$ cat src/rtl/randomness_scheduler_pkg.sv
// randomness_scheduler_pkg: shared constants and sizing helpers for the randomness scheduler
package randomness_scheduler_pkg;

    localparam int RAND_STALL_COUNT_WIDTH = 16;

    // Fresh random elements a share-zero generator consumes per use; 0 marks an unsupported share count
    function automatic int num_zero_randoms(input int shares);
        return shares == 2 ? 1 : shares == 3 ? 2 : (shares == 4 || shares == 5) ? shares : 0;
    endfunction

    // Width of one random word; never collapses to zero so illegal configs still elaborate far enough to report
    function automatic int rand_word_width(input int shares, input int bit_width);
        return (num_zero_randoms(shares) > 0 ? num_zero_randoms(shares) : 1) * bit_width;
    endfunction

endpackage

$ cat src/rtl/randomness_scheduler_rr_arbiter.sv
// randomness_scheduler_rr_arbiter: round-robin arbiter, priority starts one above the last winner
module randomness_scheduler_rr_arbiter #(
    parameter int N = 4,
    localparam int IW = N > 1 ? $clog2(N) : 1
) (
    input  logic         clk_i,
    input  logic         rst_ni,
    input  logic [N-1:0] req_i,
    input  logic         en_i,
    output logic [N-1:0] gnt_o
);

    logic [IW-1:0] ptr_q, ptr_d;
    logic [N-1:0]  rot;

    assign rot = N'({req_i, req_i} >> ptr_q);

    // Scan the rotated request vector from the top down so the lowest offset from the pointer wins
    always_comb begin
        gnt_o = '0;
        ptr_d = ptr_q;
        for (int k = N - 1; k >= 0; k--)
            if (rot[k]) begin
                gnt_o = N'(1) << IW'((int'(ptr_q) + k) % N);
                ptr_d = IW'((int'(ptr_q) + k + 1) % N);
            end
    end

    // Pointer moves past the winner only when a grant is actually taken
    always_ff @(posedge clk_i or negedge rst_ni)
        if (!rst_ni) ptr_q <= '0;
        else if (en_i && |req_i) ptr_q <= ptr_d;

endmodule

$ cat src/rtl/randomness_scheduler.sv
// randomness_scheduler: FIFO-buffered single-use randomness handed round-robin to masked gadgets; RANDOMNESS_SCHEDULER_STALL_COUNT_EN adds a starvation cycle counter
module randomness_scheduler
    import randomness_scheduler_pkg::*;
#(
    parameter int NUM_SHARES     = 2,
    parameter int BIT_WIDTH      = 8,
    parameter int NUM_REQUESTERS = 4,
    parameter int FIFO_DEPTH     = 4,
    localparam int NUM_NEEDED    = num_zero_randoms(NUM_SHARES),
    localparam int WORD_W        = rand_word_width(NUM_SHARES, BIT_WIDTH),
    localparam int PTR_W         = $clog2(FIFO_DEPTH),
    localparam int LVL_W         = $clog2(FIFO_DEPTH) + 1
) (
    input  logic                      in_clock,
    input  logic                      in_reset,
    input  logic                      in_rand_valid,
    input  logic [WORD_W-1:0]         in_rand_data,
    output logic                      out_rand_ready,
    input  logic [NUM_REQUESTERS-1:0] in_req,
    output logic [NUM_REQUESTERS-1:0] out_grant,
    output logic [WORD_W-1:0]         out_random,
    output logic                      out_starved,
    output logic [LVL_W-1:0]          out_level
`ifdef RANDOMNESS_SCHEDULER_STALL_COUNT_EN
    ,
    output logic [RAND_STALL_COUNT_WIDTH-1:0] out_stall_count
`endif
);

    if (NUM_NEEDED == 0 || NUM_REQUESTERS < 1 || NUM_REQUESTERS > 8 || FIFO_DEPTH < 2 || FIFO_DEPTH > 16
        || (FIFO_DEPTH & (FIFO_DEPTH - 1)) != 0) begin : g_bad_cfg
        $error("randomness_scheduler: unsupported parameter set");
    end

    logic [WORD_W-1:0]         mem_q [FIFO_DEPTH];
    logic [PTR_W-1:0]          wr_ptr_q, wr_ptr_d, rd_ptr_q, rd_ptr_d;
    logic [LVL_W-1:0]          level_q, level_d;
    logic [NUM_REQUESTERS-1:0] grant_q, grant_d, req_eff, winner;
    logic [WORD_W-1:0]         random_q, random_d;
    logic                      starved_q, starved_d, push, pop;

    // A slot still requesting while its grant is visible has not consumed it yet, so it sits out this cycle
    assign req_eff        = in_req & ~grant_q;
    assign out_rand_ready = in_reset && level_q < LVL_W'(FIFO_DEPTH);
    assign push           = in_rand_valid && out_rand_ready;
    assign pop            = |req_eff && level_q != '0;
    assign out_grant      = grant_q;
    assign out_random     = random_q;
    assign out_starved    = starved_q;
    assign out_level      = level_q;

    randomness_scheduler_rr_arbiter #(.N(NUM_REQUESTERS)) u_arb (
        .clk_i (in_clock),
        .rst_ni(in_reset),
        .req_i (req_eff),
        .en_i  (pop),
        .gnt_o (winner)
    );

    // Next-state for pointers, occupancy and the registered grant/word outputs
    always_comb begin
        wr_ptr_d  = push ? wr_ptr_q + 1'b1 : wr_ptr_q;
        rd_ptr_d  = pop ? rd_ptr_q + 1'b1 : rd_ptr_q;
        level_d   = level_q + LVL_W'(push) - LVL_W'(pop);
        grant_d   = pop ? winner : '0;
        random_d  = pop ? mem_q[rd_ptr_q] : random_q;
        starved_d = |in_req && level_q == '0;
    end

    // Control state; reset discards buffered words and cancels any pending grant
    always_ff @(posedge in_clock or negedge in_reset) begin
        if (!in_reset) begin
            wr_ptr_q  <= '0;
            rd_ptr_q  <= '0;
            level_q   <= '0;
            grant_q   <= '0;
            random_q  <= '0;
            starved_q <= 1'b0;
        end else begin
            wr_ptr_q  <= wr_ptr_d;
            rd_ptr_q  <= rd_ptr_d;
            level_q   <= level_d;
            grant_q   <= grant_d;
            random_q  <= random_d;
            starved_q <= starved_d;
        end
    end

    // Storage needs no reset: a word is only readable once occupancy covers it
    always_ff @(posedge in_clock)
        if (push) mem_q[wr_ptr_q] <= in_rand_data;

`ifdef RANDOMNESS_SCHEDULER_STALL_COUNT_EN
    logic [RAND_STALL_COUNT_WIDTH-1:0] stall_q;

    assign out_stall_count = stall_q;

    // Saturating count of starved cycles
    always_ff @(posedge in_clock or negedge in_reset)
        if (!in_reset) stall_q <= '0;
        else if (starved_q && !(&stall_q)) stall_q <= stall_q + 1'b1;
`endif

endmodule

$ cat config.mk
export PLATFORM = sky130hd
export DESIGN_NAME = randomness_scheduler
export DESIGN_NICKNAME = d
export VERILOG_FILES = /design/src/rtl/randomness_scheduler_pkg.sv /design/src/rtl/randomness_scheduler_rr_arbiter.sv /design/src/rtl/randomness_scheduler.sv
export SDC_FILE = /design/constraint.sdc
export NUM_CORES = 1
export LEC_CHECK = 0
export ABC_AREA = 0
export BUFFER_PORTS_ARGS = -buffer_cell sky130_fd_sc_hd__buf_2
export CAP_MARGIN = 20
export CORE_AREA = 2 2 82 100
export CTS_CLUSTER_SIZE = 8
export DETAILED_ROUTE_END_ITERATION = 6
export DIE_AREA = 0 0 84 102
export SLEW_MARGIN = 10
export SYNTH_ARGS = -nofsm -noshare
export SYNTH_HDL_FRONTEND = slang
export SYNTH_SLANG_ARGS = --single-unit
$ cat constraint.sdc
create_clock -name in_clock -period 3.6 [get_ports in_clock]
set_clock_uncertainty 0.2 [all_clocks]
set_input_delay 0.72 -clock in_clock [delete_from_list [all_inputs] [get_ports in_clock]]
set_output_delay 0.72 -clock in_clock [all_outputs]
set_load 0.005 [all_outputs]
# ---- Word level (Yosys, flattened, before mapping)
# Memories as Yosys holds them, arrays and structs flattened. A register that Yosys moved wholly into a read port is not among the register bits.
# Index checks and enable logic that the tools add are counted.
dict set report classes {
  add_sub_neg 10
  n_mul 0
  n_div 0
  order_cmp 1
  n_eq_ne 0
  shift 5
  n_mux 11
  bitwise 2
  n_reduce_logical 12
}
# op n
set ops {}
lappend ops {{$mux 4} 5}
lappend ops {{$shl 1x2->4 const A} 4}
lappend ops {{$add 2x2->2 const B} 5}
lappend ops {{$mux 2} 4}
lappend ops {{$reduce_or 4->1} 2}
lappend ops {{$shr 8x2->4} 1}
lappend ops {{$add 2x1->2 const B} 3}
lappend ops {{$logic_and 1x1->1} 5}
lappend ops {{$and 4x4->4} 1}
lappend ops {{$not 4->4} 1}
lappend ops {{$reduce_bool 4->1} 1}
lappend ops {{$add 3x1->3} 1}
lappend ops {{$logic_not 3->1} 1}
lappend ops {{$lt 3x3->1 const B} 1}
lappend ops {{$reduce_bool 3->1} 1}
lappend ops {{$sub 3x1->3} 1}
lappend ops {{$mux 1} 2}
lappend ops {{$reduce_and 2->1} 1}
lappend ops {{$logic_not 1->1} 1}
dict set report word_totals {
  register_bits 14
  latchBits 0
  ram_bits 32
  mem_bits_ro 0
  output_inout_bits 17
  elab_cells 48
  n_memories 1
}
# memory words width rd rd_ports_with_merged_regs write_ports line
set mem_list {}
lappend mem_list {mem_q 4 8 1 1 1 randomness_scheduler.sv:35} ;# logic [WORD_W-1:0] mem_q [FIFO_DEPTH];

# ---- Longest topological paths before layout
dict set report depth {
  ltp_word 8
  depth_mapped 11
}

# ---- Hierarchy
# A second synthesis with hierarchy kept.
dict set report unflattened {
  hier_cells 177
  hier_area_um2 2663.8
}
# module instances cells_each area_each_um2 seq_area_each_um2
set modules_own_cells {}
lappend modules_own_cells {randomness_scheduler 1 113 2118.3 1461.4}
lappend modules_own_cells {randomness_scheduler_rr_arbiter 1 64 545.5 50.0}

# ---- Worst setup path after synthesis
# Ideal clock, no wire load.
dict set report synth_path {
  kind {input-to-reg}
  startpoint {input in_req[0]}
  endpoint {register level_q[2] (netlist: out_level[2])}
  setup_ns 0.124
  arrival_time_ns 2.498
  path_slack_ns 0.778
  stages 11
  n_path_buf 2
  path_cell_list {nand2b_1 buf_6 a41oi_2 buf_2 ha_1 inv_1 ha_1 inv_1 fa_1 xnor2_1 xnor2_1}
}
dict set report synth_via {
  elab_chain_len 4
}
# element line
set synth_lines {}
lappend synth_lines {{start: declaration} randomness_scheduler.sv:19} ;# input logic [NUM_REQUESTERS-1:0] in_req,
lappend synth_lines {{$and 4x4->4} randomness_scheduler.sv:43} ;# assign req_eff = in_req & ~grant_q;
lappend synth_lines {{$reduce_or 4->1} randomness_scheduler.sv:46} ;# assign pop = |req_eff && level_q != '0;
lappend synth_lines {{$logic_and 1x1->1} randomness_scheduler.sv:46}
lappend synth_lines {{named net pop} randomness_scheduler.sv:40} ;# logic starved_q, starved_d, push, pop;
lappend synth_lines {{$sub 3x1->3} randomness_scheduler.sv:64} ;# level_d = level_q + LVL_W'(push) - LVL_W'(pop);
lappend synth_lines {{named net level_d[2]} randomness_scheduler.sv:37} ;# logic [LVL_W-1:0] level_q, level_d;
lappend synth_lines {{end signal: assignment} randomness_scheduler.sv:82} ;# level_q <= level_d;
lappend synth_lines {{end: declaration} randomness_scheduler.sv:37}
# The timed path passes the listed nets, and every way through them passes these cells.
# A chain may end at the register's enable or synchronous reset.

# ---- Final worst setup path
dict set report layout_path {
  startpoint {input in_reset}
  endpoint {register level_q[2] (netlist: out_level[2])}
}
dict set report layout_via {
  elab_chain_len 4
}
# element line
set layout_lines {}
lappend layout_lines {{start: declaration} randomness_scheduler.sv:15} ;# input logic in_reset,
lappend layout_lines {{$logic_and 1x1->1} randomness_scheduler.sv:44} ;# assign out_rand_ready = in_reset && level_q < LVL_W'(FIFO_DEPTH);
lappend layout_lines {{$logic_and 1x1->1} randomness_scheduler.sv:45} ;# assign push = in_rand_valid && out_rand_ready;
lappend layout_lines {{$add 3x1->3} randomness_scheduler.sv:64}
lappend layout_lines {{$sub 3x1->3} randomness_scheduler.sv:64}
lappend layout_lines {{named net level_d[2]} randomness_scheduler.sv:37}
# The timed path passes the listed nets, and every way through them passes these cells.

==> impl_metrics.env <==
export IMPL_path_cells="buf_2, nor2b_1, and2_1, inv_1, ha_1, inv_1, ha_1, inv_1, fa_1, xnor2_1, xnor2_1"
export IMPL_drive_gt1_share_pct=30.5
export IMPL_status="finished, final reports clean"
export IMPL_dr_wl_met3_um=168
export IMPL_leakagePower_nw=1.15
export IMPL_dpl_cell_count=294
export IMPL_path_max_fanout=6
export IMPL_synthesis_nets=205
export IMPL_layout_setup_ws_ns=1.06
export IMPL_cts_num_sinks=54
export IMPL_synth_seq_cells=54
export IMPL_hold_viol=0
export IMPL_antenna_found_initial=0
export IMPL_max_freq_mhz=393
export IMPL_grt_util_all_layers_pct=12.4
export IMPL_arrival_ns=2.58
export IMPL_grt_overflow=0
export IMPL_grt_max_degree=24
export IMPL_port_buffers=31
export IMPL_vias=1548
export IMPL_rows=35
export IMPL_p_comb_share_pct=42.1
export IMPL_power_density_nw_per_um2=813
export IMPL_crit_type="input port to register"
export IMPL_die_area_um2=8570
export IMPL_area_delta_synth_final_pct=12.8
export IMPL_wl_per_cell_um=16.4
export IMPL_slowest_delay_ns=0.37
export IMPL_maxUsedRoutingLayer="met4"
export IMPL_synth_cells=179
export IMPL_drtAntennaViolNets=0
export IMPL_r2r_start="out_level[2]$_DFF_PN0_"
export IMPL_htreeDepth=2
export IMPL_cts_root_buf="clkbuf_8"
export IMPL_drt_iter0_drc=44
export IMPL_synth_warnings=0
export IMPL_clockBufferDepth=2
export IMPL_core_um2=7580
export IMPL_worst_path_max_delay_cell="fa_1"
export IMPL_internal_power_mw=1.54
export IMPL_cts_setup_buffers=0
export IMPL_start_kind="input port"
export IMPL_setup_viol=0
export IMPL_fin_crit_ns=2.54
export IMPL_p_sw_mw=0.846
export IMPL_peakVddDrop_mv=0.351
export IMPL_maxSlewViolCount=0
export IMPL_io_pins=32
export IMPL_rsz0062_at_grt="false"
export IMPL_dpl_hpwl_mm=3.42
export IMPL_dr_pass1_iters=4
export IMPL_numCtsBuffers=5
export IMPL_startpoint="in_reset"
export IMPL_final_instance_count_excl_fill=302
export IMPL_hold_class="input port to asynchronous set/reset pin"
export IMPL_viasPerCell=5.13
export IMPL_clockPowerShare_pct=17.0
export IMPL_pre_cts_ws_ns=0.717
export IMPL_end_kind="register"
export IMPL_relSlewSlack_pct=58.5
export IMPL_fin_setup_tns_ns=0
export IMPL_n_fill_cell=720
export IMPL_synth_area_um2=2600
export IMPL_worst_slew_pin_slew_ns=0.623
export IMPL_diodes=0
export IMPL_r2r_end="out_level[2]$_DFF_PN0_"
export IMPL_cts_resized=0
export IMPL_die_y_um=102
export IMPL_clk_pin_slew_ns=0.10
export IMPL_synth_cell_types=33
export IMPL_cts_tree="done"
export IMPL_start_util_pct=34.3
export IMPL_ctsHoldBuffers=0
export IMPL_syn_avg_cell_area_um2=14.5
export IMPL_gp_congestion=0.751
export IMPL_clk_latency_ns=0.31
export IMPL_maxCapViolCount=0
export IMPL_wl_mm=4.95
export IMPL_die_x_um=84
export IMPL_drc=0
export IMPL_grt_pass1_vias=1587
export IMPL_reg2reg_slack_ns=1.14
export IMPL_ys_seq_area_share_pct=58.2
export IMPL_crit_top_cell="inv_1"
export IMPL_ff2ff_path_depth=10
export IMPL_wl_met2_mm=2.68
export IMPL_drt_met1_wl_mm=2.04
export IMPL_swShare_pct=35.5
export IMPL_power_mw=2.38
export IMPL_pwr_share_seq_pct=40.9
export IMPL_min_period_over_period_pct=70.6
export IMPL_grt_pass1_wl_mm=8.07
export IMPL_fin_nets=235
export IMPL_required_ns=3.64
## layout by cell type, fill, tap and decap left out
cell type / netlist / final
clkinvlp_4: 0 / 1
nor2b_1: 2 / 2
mux4_2: 13 / 13
buf_2: 5 / 31
a32o_1: 1 / 1
mux2_2: 8 / 8
xor2_1: 1 / 1
xnor2_1: 4 / 4
edfxtp_1: 32 / 32
a22oi_1: 4 / 4
o2111ai_1: 2 / 2
o21ai_1: 4 / 4
ha_1: 10 / 10
o41a_1: 1 / 1
nor2_1: 5 / 5
nand3_1: 6 / 6
nor3_1: 4 / 4
nand2b_1: 8 / 8
inv_2: 1 / 1
buf_4: 1 / 2
bufinv_16: 0 / 1
and2b_1: 2 / 2
dfrtp_1: 22 / 22
clkbuf_8: 0 / 5
inv_1: 7 / 7
o211ai_1: 7 / 7
clkbuf_1: 0 / 1
and3_1: 6 / 6
a41oi_2: 1 / 1
o21ai_0: 5 / 5
and2_1: 1 / 1
and2b_2: 1 / 1
nand2_1: 7 / 7
fa_1: 1 / 1
a21oi_1: 3 / 3
## registers in the layout, indices dropped and copies added, names as in the netlist
register	flops
out_grant	4
out_level	3
u_arb.ptr_q	2
out_starved	1
rd_ptr_q	2
mem_q	32
wr_ptr_q	2
out_random	8
## per-layer routing
layer  vias to the layer above  GRT usage [%]
met1                       776           14.8
met5                         -              0
met3                         5           2.18
met2                        36           22.2
met4                         0           5.21
li1                        731              -
## cell type report
cell class | instances | area [µm²] | area share, %
well taps | 92 | 115 | 3.93
repair buffers | 33 | 170 | 5.80
flip-flops and latches | 54 | 1510 | 51.6
clock buffers | 6 | 72.6 | 2.48
inverters | 8 | 30.0 | 1.02
clock inverters | 2 | 37.5 | 1.28
multi-input cells | 107 | 995 | 33.9
## metrics by stage
step	hold slack [ns]	area [µm²]	utilization, %
finish	0.200	2930	38.7
global route	0.221	2930	38.7
CTS	0.206	2930	38.7
detailed placement	0.295	2820	37.2
global placement	0.288	2820	37.2
floorplan	0.224	2600	-
## worst max path at each step
| stage | endpoint | slack, ns | depth (start not counted) |
|---|---|---|---|
| after floorplan | out_level[2]$_DFF_PN0_ | 0.78 | 11 |
| after global placement | out_level[2]$_DFF_PN0_ | 0.78 | 11 |
| after detailed placement | out_level[2]$_DFF_PN0_ | 0.72 | 11 |
| after CTS | out_level[2]$_DFF_PN0_ | 1.05 | 11 |
| after global routing | out_level[2]$_DFF_PN0_ | 0.89 | 11 |
| final | out_level[2]$_DFF_PN0_ | 1.06 | 11 |
## worst max-delay path, delay by kind of cell
family | cells | cell delay, ns
adders and majority gates | 3 | 0.77
xor gates and xnor gates | 2 | 0.30
buffers and inverters | 4 | 0.26
and+or+nand+nor | 2 | 0.51
## kinds of logic after synthesis
logic type | Yosys count | share of synthesized area [%]
buffers and inverters | 18 | 3.56
and+or+nand+nor | 42 | 8.67
muxes | 21 | 14.7
xor gates and xnor gates | 5 | 1.69
DFF | 54 | 58.2
AOI/OAI and AO/OA | 28 | 7.61
adders and majority gates | 11 | 5.59
## Yosys cell counts
master / count / share of area, %
a21oi_1: 3 / 0.58
a22oi_1: 4 / 1.2
a32o_1: 1 / 0.39
a41oi_2: 1 / 0.63
and2_1: 1 / 0.24
and2b_1: 2 / 0.58
and2b_2: 1 / 0.34
and3_1: 6 / 1.4
buf_1: 2 / 0.29
buf_2: 5 / 0.96
buf_4: 1 / 0.29
buf_6: 2 / 0.87
dfrtp_1: 22 / 21
edfxtp_1: 32 / 37
fa_1: 1 / 0.77
ha_1: 10 / 4.8
inv_1: 7 / 1.0
inv_2: 1 / 0.14
mux2_2: 8 / 3.5
mux4_2: 13 / 11
nand2_1: 7 / 1.0
nand2b_1: 8 / 1.9
nand3_1: 6 / 1.2
nor2_1: 5 / 0.72
nor2b_1: 2 / 0.48
nor3_1: 4 / 0.77
o2111ai_1: 2 / 0.67
o211ai_1: 7 / 2.0
o21ai_0: 5 / 0.96
o21ai_1: 4 / 0.77
o41a_1: 1 / 0.43
xnor2_1: 4 / 1.3
xor2_1: 1 / 0.34
## power by group through the flow
stage	logic (mW)	registers [mW]	clock network, mW
after global placement	0.995	0.993	0
after CTS	1.02	0.984	0.421
final	1.00	0.975	0.406
after floorplan	0.825	0.909	0
after global routing	1.12	1.01	0.438
after detailed placement	1.01	0.997	0
No activity file was read; power rests on OpenSTA's default activity.
